### src/rtl/usb_pkg.sv
// Shared definitions for the USB device transaction sequencer: PID codes,
// sequencer states and a token classifier.
package usb_pkg;

  localparam logic [3:0] PID_OUT   = 4'b0001;
  localparam logic [3:0] PID_IN    = 4'b1001;
  localparam logic [3:0] PID_SETUP = 4'b1101;
  localparam logic [3:0] PID_DATA0 = 4'b0011;
  localparam logic [3:0] PID_DATA1 = 4'b1011;
  localparam logic [3:0] PID_ACK   = 4'b0010;
  localparam logic [3:0] PID_NAK   = 4'b1010;
  localparam logic [3:0] PID_STALL = 4'b1110;

  typedef enum logic [2:0] {
    S_IDLE,
    S_IN_PID,
    S_IN_DATA,
    S_IN_WAIT,
    S_OUT_WAIT,
    S_OUT_RX,
    S_HS
  } state_t;

  function automatic logic is_token(input logic [3:0] pid);
    return (pid == PID_OUT) || (pid == PID_IN) || (pid == PID_SETUP);
  endfunction

endpackage

### src/rtl/usb_toggle_bank.sv
// Per-endpoint DATA0/DATA1 toggle bits with one shared index for clear,
// flip and read. Clear wins over flip.
module usb_toggle_bank #(
  parameter int NUM_EP = 4,
  parameter int EPW    = 2
) (
  input  logic           clk,
  input  logic           rst_n,
  input  logic [EPW-1:0] idx,
  input  logic           flip,
  input  logic           clr,
  output logic           rd
);

  logic [NUM_EP-1:0] bits;

  always_ff @(posedge clk or negedge rst_n) begin
    if (!rst_n) begin
      bits <= '0;
    end else if (clr) begin
      bits[idx] <= 1'b0;
    end else if (flip) begin
      bits[idx] <= ~bits[idx];
    end
  end

  assign rd = bits[idx];

endmodule

### src/rtl/usb_dev_txn_ctrl.sv
// Device-side transaction sequencer: decodes tokens, runs IN/OUT data phases
// with per-endpoint data toggles and issues the handshake through usb_link.
module usb_dev_txn_ctrl
  import usb_pkg::*;
#(
  parameter int NUM_EP = 4,
  parameter int EPW    = 2
) (
  input  logic              clk,
  input  logic              rst_n,
  input  logic              rx_pid_en,
  input  logic [3:0]        rx_pid,
  input  logic [3:0]        rx_endp,
  input  logic              crc5_err,
  input  logic              time_out,
  input  logic              rx_lt_sop,
  input  logic              rx_lt_eop,
  input  logic              rx_lt_valid,
  input  logic [7:0]        rx_lt_data,
  output logic              rx_lt_ready,
  output logic [3:0]        tx_pid,
  output logic [6:0]        tx_addr,
  output logic [3:0]        tx_endp,
  output logic              tx_valid,
  input  logic              tx_ready,
  output logic              tx_lt_sop,
  output logic              tx_lt_eop,
  output logic              tx_lt_valid,
  output logic [7:0]        tx_lt_data,
  output logic              tx_lt_cancle,
  input  logic              tx_lt_ready,
  output logic [EPW-1:0]    ep_sel,
  input  logic [NUM_EP-1:0] in_avail,
  input  logic              in_valid,
  input  logic              in_eop,
  input  logic [7:0]        in_data,
  output logic              in_ready,
  output logic              in_done,
  input  logic [NUM_EP-1:0] out_space,
  output logic              out_valid,
  output logic              out_eop,
  output logic [7:0]        out_data,
  input  logic              out_ready,
  output logic              out_commit,
  output logic              out_drop
);

  localparam logic [4:0] NUM_EP_L = 5'(NUM_EP);

  state_t         state, state_nx;
  logic [EPW-1:0] ep_sel_nx;
  logic [3:0]     hs_pid, hs_pid_nx;
  logic           is_setup, is_setup_nx;
  logic           space_q, space_nx;
  logic           dtog_q, dtog_nx;
  logic           pend_q, pend_nx;
  logic [3:0]     pend_pid, pend_pid_nx;
  logic [3:0]     pend_endp, pend_endp_nx;

  logic           tog_rd, tog_flip, tog_clr;
  logic [EPW-1:0] tog_idx;

  logic           tok_live, act;
  logic [3:0]     act_pid, act_endp;
  logic           ep_ok, zlp;
  logic [3:0]     data_pid;
  logic           unused_ok;

  assign unused_ok = rx_lt_sop;
  assign tx_addr   = '0;
  assign tx_endp   = '0;

  // A token that arrives while busy is parked here and served from idle.
  assign tok_live = rx_pid_en && !crc5_err && is_token(rx_pid);
  assign act      = tok_live || pend_q;
  assign act_pid  = tok_live ? rx_pid  : pend_pid;
  assign act_endp = tok_live ? rx_endp : pend_endp;
  assign ep_ok    = {1'b0, act_endp} < NUM_EP_L;
  assign zlp      = in_eop && !in_valid;
  assign data_pid = tog_rd ? PID_DATA1 : PID_DATA0;

  usb_toggle_bank #(.NUM_EP(NUM_EP), .EPW(EPW)) u_toggle (
    .clk   (clk),
    .rst_n (rst_n),
    .idx   (tog_idx),
    .flip  (tog_flip),
    .clr   (tog_clr),
    .rd    (tog_rd)
  );

  always_ff @(posedge clk or negedge rst_n) begin
    if (!rst_n) begin
      state     <= S_IDLE;
      ep_sel    <= '0;
      hs_pid    <= '0;
      is_setup  <= 1'b0;
      space_q   <= 1'b0;
      dtog_q    <= 1'b0;
      pend_q    <= 1'b0;
      pend_pid  <= '0;
      pend_endp <= '0;
    end else begin
      state     <= state_nx;
      ep_sel    <= ep_sel_nx;
      hs_pid    <= hs_pid_nx;
      is_setup  <= is_setup_nx;
      space_q   <= space_nx;
      dtog_q    <= dtog_nx;
      pend_q    <= pend_nx;
      pend_pid  <= pend_pid_nx;
      pend_endp <= pend_endp_nx;
    end
  end

  always_comb begin
    state_nx     = state;
    ep_sel_nx    = ep_sel;
    hs_pid_nx    = hs_pid;
    is_setup_nx  = is_setup;
    space_nx     = space_q;
    dtog_nx      = dtog_q;
    pend_nx      = pend_q;
    pend_pid_nx  = pend_pid;
    pend_endp_nx = pend_endp;
    tog_idx      = ep_sel;
    tog_flip     = 1'b0;
    tog_clr      = 1'b0;
    rx_lt_ready  = 1'b0;
    tx_pid       = '0;
    tx_valid     = 1'b0;
    tx_lt_sop    = 1'b0;
    tx_lt_eop    = 1'b0;
    tx_lt_valid  = 1'b0;
    tx_lt_data   = '0;
    tx_lt_cancle = 1'b0;
    in_ready     = 1'b0;
    in_done      = 1'b0;
    out_valid    = 1'b0;
    out_eop      = 1'b0;
    out_data     = '0;
    out_commit   = 1'b0;
    out_drop     = 1'b0;

    if (state != S_IDLE && tok_live) begin
      pend_nx      = 1'b1;
      pend_pid_nx  = rx_pid;
      pend_endp_nx = rx_endp;
      state_nx     = S_IDLE;
      tx_lt_cancle = (state == S_IN_DATA);
      out_drop     = (state == S_OUT_RX);
    end else begin
      case (state)
        S_IDLE: begin
          pend_nx = 1'b0;
          if (act) begin
            ep_sel_nx   = act_endp[EPW-1:0];
            is_setup_nx = (act_pid == PID_SETUP);
            if (!ep_ok) begin
              hs_pid_nx = PID_STALL;
              state_nx  = S_HS;
            end else if (act_pid == PID_IN) begin
              if (in_avail[act_endp[EPW-1:0]]) begin
                state_nx = S_IN_PID;
              end else begin
                hs_pid_nx = PID_NAK;
                state_nx  = S_HS;
              end
            end else begin
              tog_idx  = act_endp[EPW-1:0];
              tog_clr  = (act_pid == PID_SETUP);
              state_nx = S_OUT_WAIT;
            end
          end
        end

        S_IN_PID: begin
          tx_lt_valid = 1'b1;
          tx_lt_sop   = 1'b1;
          tx_lt_eop   = zlp;
          tx_lt_data  = {~data_pid, data_pid};
          if (tx_lt_ready) state_nx = zlp ? S_IN_WAIT : S_IN_DATA;
        end

        S_IN_DATA: begin
          tx_lt_valid = in_valid;
          tx_lt_eop   = in_eop;
          tx_lt_data  = in_data;
          in_ready    = tx_lt_ready;
          if (in_valid && tx_lt_ready && in_eop) state_nx = S_IN_WAIT;
        end

        S_IN_WAIT: begin
          if (rx_pid_en) begin
            if (rx_pid == PID_ACK) begin
              tog_flip = 1'b1;
              in_done  = 1'b1;
            end
            state_nx = S_IDLE;
          end else if (time_out) begin
            state_nx = S_IDLE;
          end
        end

        S_OUT_WAIT: begin
          if (rx_pid_en) begin
            if (rx_pid == PID_DATA0 || rx_pid == PID_DATA1) begin
              dtog_nx  = (rx_pid == PID_DATA1);
              space_nx = out_space[ep_sel];
              state_nx = S_OUT_RX;
            end else begin
              state_nx = S_IDLE;
            end
          end else if (time_out) begin
            state_nx = S_IDLE;
          end
        end

        S_OUT_RX: begin
          rx_lt_ready = out_ready;
          out_valid   = rx_lt_valid && space_q;
          out_eop     = rx_lt_valid && rx_lt_eop && space_q;
          out_data    = space_q ? rx_lt_data : 8'h00;
          if (time_out) begin
            out_drop = 1'b1;
            state_nx = S_IDLE;
          end else if (rx_lt_valid && rx_lt_eop && out_ready) begin
            state_nx = S_HS;
            // SETUP must always be accepted, so a full endpoint only loses the data.
            if (!space_q) begin
              out_drop  = 1'b1;
              hs_pid_nx = is_setup ? PID_ACK : PID_NAK;
            end else if (dtog_q != tog_rd) begin
              out_drop  = 1'b1;
              hs_pid_nx = PID_ACK;
            end else begin
              out_commit = 1'b1;
              tog_flip   = 1'b1;
              hs_pid_nx  = PID_ACK;
            end
          end
        end

        S_HS: begin
          tx_valid = 1'b1;
          tx_pid   = hs_pid;
          if (tx_ready) state_nx = S_IDLE;
        end

        default: state_nx = S_IDLE;
      endcase
    end
  end

endmodule
### config.mk
export PLATFORM = sky130hd
export DESIGN_NAME = usb_dev_txn_ctrl
export DESIGN_NICKNAME = d
export VERILOG_FILES = /design/src/rtl/usb_pkg.sv /design/src/rtl/usb_toggle_bank.sv /design/src/rtl/usb_dev_txn_ctrl.sv
export SDC_FILE = /design/constraint.sdc
export NUM_CORES = 1
export LEC_CHECK = 0
export BUFFER_PORTS_ARGS = -buffer_cell sky130_fd_sc_hd__buf_4
export CAP_MARGIN = 5
export CORE_MARGIN = 10
export CORE_UTILIZATION = 33
export CTS_CLUSTER_SIZE = 12
export DETAILED_ROUTE_END_ITERATION = 7
export SLEW_MARGIN = 20
export SYNTH_ARGS = -nofsm -noshare
export SYNTH_HDL_FRONTEND = slang
export SYNTH_SLANG_ARGS = --single-unit
### constraint.sdc
create_clock -name clk -period 3.3 [get_ports clk]
set_clock_uncertainty 0.05 [all_clocks]
set_input_delay 0.66 -clock clk [delete_from_list [all_inputs] [get_ports clk]]
set_output_delay 0.66 -clock clk [all_outputs]
set_load 0.05 [all_outputs]
==> impl_metrics.ini <==
[detailed_routing]
via_per_inst = 4.90
drc = 0
drt-total-wl_mm = 6.18
drt_iter0_drc = 73
ant_nets = 0
dr_total_vias = 1957
wire_per_inst_um = 15.5
drtPass1Iterations = 4

[cts]
cts.htree.levels = 1
clkSinkCount = 24
hold_buffers = 0
clkTransAtPathRegs_ns = 0.09
clockRootBuffer = clkbuf_8
tritoncts.num_buffers = 3
cts_tree = built
clk_latency_ns = 0.27
cts_max_path_buffers = 2

[status]
outcome = finished with violations
violations = negative setup slack

[layout]
multiInputGateArea_um2 = 1310
regArea_um2 = 601
syn_to_final_growth_pct = 51.6
antennaDiodeCount = 0
drive_gt1_frac = 0.437
final_nets = 373
final_area_um2 = 2900
n_fill_cell = 572

[logic_synthesis]
synth_ff_type = dfrtp_1
yosys.area_share.simple = 0.291
netlist_instances = 229
synth_compound_area_frac = 0.220
synth.area.mux_share = 0.0760
syn_area_um2 = 1910
yosysSeqAreaShare = 0.315
synth_edf_count = 0
synth_xor_area_frac = 0.0138
ys_ff_latch = 24
avgSynthCellArea_um2 = 8.34
async_reset_ff_frac = 1.00
synthAdderAreaFrac = 0
synth_top_family_by_area = simple AND/OR/NAND/NOR gates
yosysUniqueCellTypes = 57
yosysWarnings = 0

[grt]
grt_pass1_wl_mm = 9.63
grt_max_degree = 25
grt_pass1_vias = 1913
grt-ovfl-total = 0
grt_usage = 0.130
antenna_found_initial = 0

[timing]
setup_tns_ns = -0.826
worst_slack_ns = -0.288
fmax_mhz = 279
maxSlewViolCount = 0
min_period_over_period = 1.09
finalCriticalPeriod_ns = 3.59
hold_viol = 0
holdWs_ns = 0.226
finalSetupViolCount = 4
rsz0062_at_grt = true

[floorplan]
die_x_um = 96.1
die-area_um2 = 9230
die_height_um = 96.1
ioPinCount = 90
core-area_um2 = 5570
rows = 27
initial_core_util = 0.343

[critical_path]
worst-path-max-fanout = 6
cp-start-kind = input port
cpLargestDelayFamily = compound AO/OA/AOI/OAI gates
arrival_ns = 2.88
cp_slowest_cell = or4_4
end_kind = output port
criticalPathCategory = input port to output port
max_stage_delay_ns = 0.61
path_cells = buf_6 -> nand4bb_4 -> or4_4 -> o211ai_1 -> a32oi_2 -> a32oi_2 -> xor2_1 -> o21ai_2 -> a31oi_4 -> buf_6
required_ns = 2.59
cp_num_buf_inv = 2

[placed_design]
dpl-instance-area_um2 = 2730
gp_routability_congestion = 0.838
dp_hpwl_mm = 5.12
port_buffers = 76

[flow_run]
maxCapViolCount = 0

[pwr]
power_switching_mw = 1.05
seqPwrFrac = 0.223
powerDensity_nw_per_um2 = 749
intPower_mw = 1.12
ir_drop_uv = 442
swShare = 0.483
power_frac_comb = 0.680
clkPwrFrac = 0.096
p_leak_nw = 1.37

[hold_path]
worstHoldPathType = input port to asynchronous set/reset pin
## synth_stat cells, drive strengths merged (2+ instances only)
cell    count  area, µm²
a21o        5       37.5
a21oi       7       35.0
a31oi       7       43.8
a32oi       2       25.0
and2       22        140
and3        5       31.3
buf        14       98.8
clkbuf      7       26.3
dfrtp      24        601
inv         9       33.8
mux2       10        113
nand2      18       67.6
nand2b      3       18.8
nand3       6       30.0
nor2       17       63.8
nor2b       3       18.8
nor3        8       40.0
nor3b       3       22.5
o211a       2       20.0
o211ai      4       30.0
o21ai      17       85.1
o31ai       3       22.5
o32a        2       20.0
o32ai       2       25.0
or2         2       12.5
or3         2       17.5
xor2        2       17.5
## routing by layer
metal	GRT usage	vias up	wire [µm]
li1	-	1000	-
met5	0	-	0
met4	0.0111	0	19
met3	0.0241	4	276
met2	0.237	36	3330
met1	0.159	917	2560
## cell usage in the layout (no fill, tap or decap), drive strengths merged, types with 3 or more instances in the layout
| cell | n |
|---|---|
| nor3 | 8 |
| a21o | 5 |
| nand3 | 6 |
| nand2 | 18 |
| a21oi | 7 |
| and2 | 22 |
| conb | 12 |
| inv | 9 |
| buf | 104 |
| o31ai | 3 |
| o21ai | 17 |
| dfrtp | 24 |
| o211ai | 4 |
| mux2 | 10 |
| nor2 | 17 |
| nor3b | 3 |
| clkbuf | 4 |
| a31oi | 7 |
| nand2b | 3 |
| and3 | 5 |
| nor2b | 3 |
## path summary, 6_finish.rpt
kind	startpoint	endpoint	slack, ns	cells past startpoint
min in group clk	hs_pid[1]	hs_pid[1]	0.42	1
min reg2reg	hs_pid[1]	hs_pid[1]	0.42	1
min	rst_n	ep_sel[1]	0.23	1
max	crc5_err	out_drop	-0.29	10
max in group asynchronous	rst_n	pend_q	2.72	1
max reg2reg	state[1]	u_toggle.bits[2]	0.64	9
## area by class of cell
class | count | area share
clock buffers | 4 | 0.0190
well taps | 72 | 0.0311
inverters | 9 | 0.0117
repair buffers | 104 | 0.280
flip-flops and latches | 24 | 0.207
multi-input cells | 186 | 0.451
## flip-flops by register name, summed over array words and instances, names as in the netlist
name and cells:
space_q 1, ep_sel 2, state 3, is_setup 1, pend_q 1, pend_pid 4, pend_endp 4, u_toggle.bits 4
dtog_q 1, hs_pid 3
## repair_timing
item                       4_1_cts  5_1_grt
buffers inserted                 2        3
pin swaps                       10        7
setup endpoints to repair        4        4
resized for setup               14        6
hold endpoints to repair         0        0
## power by group through the flow
stage | combinational, mW | sequential, mW | clock [mW]
floorplan | 0.904 | 0.515 | 0
global route | 1.60 | 0.501 | 0.229
CTS | 1.45 | 0.482 | 0.217
detailed placement | 1.41 | 0.489 | 0
finish | 1.47 | 0.484 | 0.209
global placement | 1.40 | 0.485 | 0
## cell families (layout without fill, tap and decap cells)
logic type,count (synthesis),count (layout)
AOI/OAI and AO/OA,60,60
DFF,24,24
xor gates and xnor gates,3,3
buffers and inverters,30,117
muxes,12,12
other,1,12
and+or+nand+nor,99,99
## stage by stage
| step | instances | total power [mW] | worst slack (ns) | util |
|---|---|---|---|---|
| 5_1_grt | 399 | 2.33 | -0.385 | 0.519 |
| 2_1_floorplan | 240 | 1.42 | -0.263 | - |
| 4_1_cts | 397 | 2.15 | -0.266 | 0.511 |
| 3_3_place_gp | 392 | 1.89 | -0.382 | 0.490 |
| 6_report | 399 | 2.17 | -0.288 | 0.519 |
| 3_5_place_dp | 392 | 1.90 | -0.404 | 0.490 |
No activity file was read; power rests on OpenSTA's default activity.
